[src/rtl/periferico_binario_abcd.sv]
// Memory-mapped binary to 4-digit BCD converter (shift-add-3).
// Results are committed on the edge after the last shift.
module periferico_binario_abcd (
  input  logic        CLK,
  input  logic        reset,
  input  logic        cs,
  input  logic        rd,
  input  logic        wr,
  input  logic [5:0]  addr,
  input  logic [15:0] d_in,
  output logic [15:0] d_out
);

  typedef enum logic [1:0] {
    IDLE,
    LOAD,
    ADJUST,
    SHIFT
  } state_t;

  state_t      state;
  logic [15:0] op_a;
  logic [15:0] snap;
  logic [15:0] work;
  logic [4:0]  cnt;
  logic [3:0]  unit;
  logic [3:0]  dec;
  logic [3:0]  cent;
  logic [3:0]  mil;
  logic        done;
  logic        ovf;
  logic        ovf_p;
  logic        commit;
  logic        start;
  logic [15:0] rdata;

  function automatic logic [15:0] add3(
    input logic [15:0] w
  );
    logic [15:0] r;
    for (int i = 0; i < 4; i++) begin
      if (w[i*4+:4] >= 4'd5)
        r[i*4+:4] = w[i*4+:4] + 4'd3;
      else
        r[i*4+:4] = w[i*4+:4];
    end
    return r;
  endfunction

  // commit still pending counts as busy
  assign start = cs && wr && (addr == 6'h08)
              && d_in[0] && (state == IDLE)
              && !commit;

  always_comb begin
    rdata = 16'h0;
    case (addr)
      6'h04:   rdata = op_a;
      6'h0C:   rdata = {12'h0, unit};
      6'h10:   rdata = {12'h0, dec};
      6'h14:   rdata = {12'h0, cent};
      6'h18:   rdata = {12'h0, mil};
      6'h1C:   rdata = {14'h0, ovf, done};
      default: rdata = 16'h0;
    endcase
  end

  always_ff @(posedge CLK or negedge reset) begin
    if (!reset) begin
      state  <= IDLE;
      op_a   <= 16'h0;
      snap   <= 16'h0;
      work   <= 16'h0;
      cnt    <= 5'd0;
      unit   <= 4'h0;
      dec    <= 4'h0;
      cent   <= 4'h0;
      mil    <= 4'h0;
      done   <= 1'b0;
      ovf    <= 1'b0;
      ovf_p  <= 1'b0;
      commit <= 1'b0;
      d_out  <= 16'h0;
    end else begin
      if (cs && rd)
        d_out <= rdata;
      if (cs && wr && addr == 6'h04)
        op_a <= d_in;
      commit <= 1'b0;
      if (commit) begin
        unit <= work[3:0];
        dec  <= work[7:4];
        cent <= work[11:8];
        mil  <= work[15:12];
        ovf  <= ovf_p;
        done <= 1'b1;
      end
      case (state)
        IDLE: begin
          if (start) begin
            done  <= 1'b0;
            state <= LOAD;
          end
        end
        LOAD: begin
          snap  <= op_a;
          work  <= 16'h0;
          cnt   <= 5'd16;
          ovf_p <= op_a > 16'd9999;
          state <= ADJUST;
        end
        ADJUST: begin
          work  <= add3(work);
          state <= SHIFT;
        end
        SHIFT: begin
          {work, snap} <= {work[14:0], snap, 1'b0};
          cnt <= cnt - 5'd1;
          if (cnt == 5'd1) begin
            state  <= IDLE;
            commit <= 1'b1;
          end else begin
            state <= ADJUST;
          end
        end
        default: state <= IDLE;
      endcase
    end
  end

endmodule

[config.mk]
export PLATFORM = sky130hd
export DESIGN_NAME = periferico_binario_abcd
export DESIGN_NICKNAME = d
export VERILOG_FILES = /design/src/rtl/periferico_binario_abcd.sv
export SDC_FILE = /design/constraint.sdc
export NUM_CORES = 1
export LEC_CHECK = 0
export BUFFER_PORTS_ARGS = -buffer_cell sky130_fd_sc_hd__buf_2
export CAP_MARGIN = 15
export CELL_PAD_IN_SITES_DETAIL_PLACEMENT = 0
export CELL_PAD_IN_SITES_GLOBAL_PLACEMENT = 2
export CORE_ASPECT_RATIO = 2
export CORE_MARGIN = 1.5
export CORE_UTILIZATION = 30
export DETAILED_ROUTE_END_ITERATION = 12
export PLACE_DENSITY = 0.62
export SYNTH_ARGS = -nofsm -noshare
export SYNTH_HDL_FRONTEND = slang
export SYNTH_SLANG_ARGS = --single-unit
[constraint.sdc]
create_clock -name CLK -period 2.75 [get_ports CLK]
set_input_delay 0.275 -clock CLK [delete_from_list [all_inputs] [get_ports CLK]]
set_output_delay 0.275 -clock CLK [all_outputs]
set_load 0.05 [all_outputs]
==> flow_summary.toml <==
[yosys]
synth-seq-cells = 91
synthFlopType = "dfrtp_1"
synth_edf_count = 0
syn_area_um2 = 4390
async_flop_share = 1.00
synth_cell_types = 48
syn_inst = 372
seq_area_frac_synth = 0.519
synth_warnings = 0
avgSynthCellArea_um2 = 11.8
syn_nets = 409

[cts]
clock_latency_ns = 0.34
cts_max_level = 3
cts_num_sinks = 91
cts.path.max_buffers = 2
cts_tree = "yes"
cts_setup_buffers = 0
hold_buffers = 0
cts_resized = 0
root_buffer = "clkbuf_16"
cts.clk_slew.worst_paths_ns = 0.07
numCtsBuffers = 9

[routing]
num_vias = 3041
wl_met3_um = 191
routed_wl_um = 10700
drt_first_pass_iters = 4
postRouteAntennaNets = 0
first_iter_violations = 130
route.detailed.drc = 0
via_per_inst = 5.02
routed-wl-met2_um = 6330
routed.top_layer = "met4"
wire_per_inst_um = 17.7
drt-met1-wl_um = 3950

[layout]
fin_area_um2 = 5130
final_cell_mix = "dfrtp_1, buf_2, mux2i_1, nor2_1, mux2_2"
fin_util = 0.358
drive_gt1_frac = 0.244
area_delta_synth_final_pct = 17.1
fin_nets = 446
stdcell_count = 606
layout_commonest_cell = "dfrtp_1"
diodes = 0

[floorplanning]
core.rowCount = 62
die_h_um = 174
start_util = 0.306
coreArea_um2 = 14400
io_pins = 43
dieArea_um2 = 15400
die_w_um = 88.5

[setup_path]
crit_type = "flip-flop to flip-flop"
reg2reg_depth = 5
reg2reg_from = "work[8]"
required_ns = 3.00
worstPathArrival_ns = 1.95
reg2reg_to = "work[9]"
cp_max_fo = 6
start_kind = "flip-flop"
critPathCaptureType = "flip-flop"
reg2reg_slack_ns = 1.05

[grt]
grt_max_degree = 55
grt_pass1_wl_um = 17500
grt.overflow.total = 0
grt_pass1_vias = 3375
track_usage = 0.152
antenna_found_initial = 0

[hold_path]
hold_class = "input pin to asynchronous set/reset pin"

[timing]
period_share = 0.618
report.final.slew_viol_count = 0
worst_pin_slew_ns = 0.894
finClkSkew_ns = 0.00883
holdWs_ns = -0.00737
max_slew_margin = 0.403
period_needed_ns = 1.70
rsz0062_at_grt = "false"
hold_violations = 2
setup_viol = 0
fmax_mhz = 588
setup_tns_ns = 0

[power_and_ir_drop]
p_leak_uw = 0.00243
finalPower_uw = 4780
ir_drop_uv = 363
p_per_area_nw_per_um2 = 930

[flow_run]
drv_cap = 0

[placed_design]
place_congestion = 0.777
place.port_buffers = 42
hpwl_um = 7690
placement.cell_area_um2 = 4800
place_inst = 590

[run_status]
run_status = "complete, but fails checks"
violations = "hold timing"
==> logic make-up (layout without fill, tap and decap cells) <==
kind of cell    Yosys count  count (layout)  share of synthesized area
mux                      63              63                      0.162
buf+inv                  35              77                     0.0354
flops                    91              91                      0.519
simple gates             88              88                      0.114
fa+ha+maj                10              10                     0.0285
compound gates           85              85                      0.141
==> stage by stage <==
stage,setup slack [ns],hold WS (ns)
after floorplan,1.26,-0.0206
after global placement,1.03,0.394
after detailed placement,1.03,0.407
after CTS,1.04,0.0278
after global routing,0.947,0.0573
final,1.05,-0.00737
==> state kept, by name, summed over array words and instances, names as in the netlist <==
register and cells:
cnt 5, commit 1, done 1, d_out 16
ovf 1, cent 4, dec 4, op_a 16
unit 4, snap 16, state 2, ovf_p 1
mil 4, work 16
==> final cells by class <==
cell class              instances  area [µm²]
inverters                      14        52.6
multi-input cells             246        1950
fillers                      1431        9220
repair buffers                 47         275
clock buffers                  11         253
well taps                     192         240
flip-flops and latches         91        2280
clock inverters                 5        82.6
==> critical path: stages (launching register included) <==
cell,delay (ns)
dfrtp_1,0.42
inv_1,0.10
ha_1,0.23
nor2b_1,0.15
o31ai_1,0.46
mux2i_1,0.26
==> synthesized netlist by cell type (all sizes together) (5+ instances only) <==
library cell	instances	area share
nand2b	7	0.010
and2	6	0.0086
mux2i	30	0.068
nor2	24	0.021
o211ai	9	0.015
mux2	33	0.093
nor3	5	0.0057
clkbuf	9	0.0077
o21ai	6	0.0068
nand2	17	0.015
a22o	14	0.028
o2111ai	6	0.012
o22ai	5	0.0071
a21oi	20	0.023
buf	12	0.016
ha	10	0.029
nor2b	7	0.010
inv	14	0.012
dfrtp	91	0.52
==> layer usage <==
layer | vias to the layer above | GRT usage
met5 | - | 0
met4 | 0 | 0.0592
met3 | 18 | 0.0285
met2 | 42 | 0.291
met1 | 1538 | 0.154
li1 | 1443 | -
==> how the worst max path moves through the flow <==
stage               slack [ns]       end  startpoint
global placement          1.03   op_a[3]     addr[2]
global route              0.95  state[1]    state[0]
CTS                       1.04   work[9]     work[8]
finish                    1.05   work[9]     work[8]
detailed placement        1.03   op_a[2]     addr[2]
floorplan                 1.26   work[8]     work[8]
==> report_power, final <==
part | internal (µW) | switching, µW | total (µW)
Sequential | 1630 | 267 | 1900
Clock | 851 | 527 | 1380
Combinational | 642 | 861 | 1500
Total | 3120 | 1660 | 4780
No activity file was read; power rests on OpenSTA's default activity.
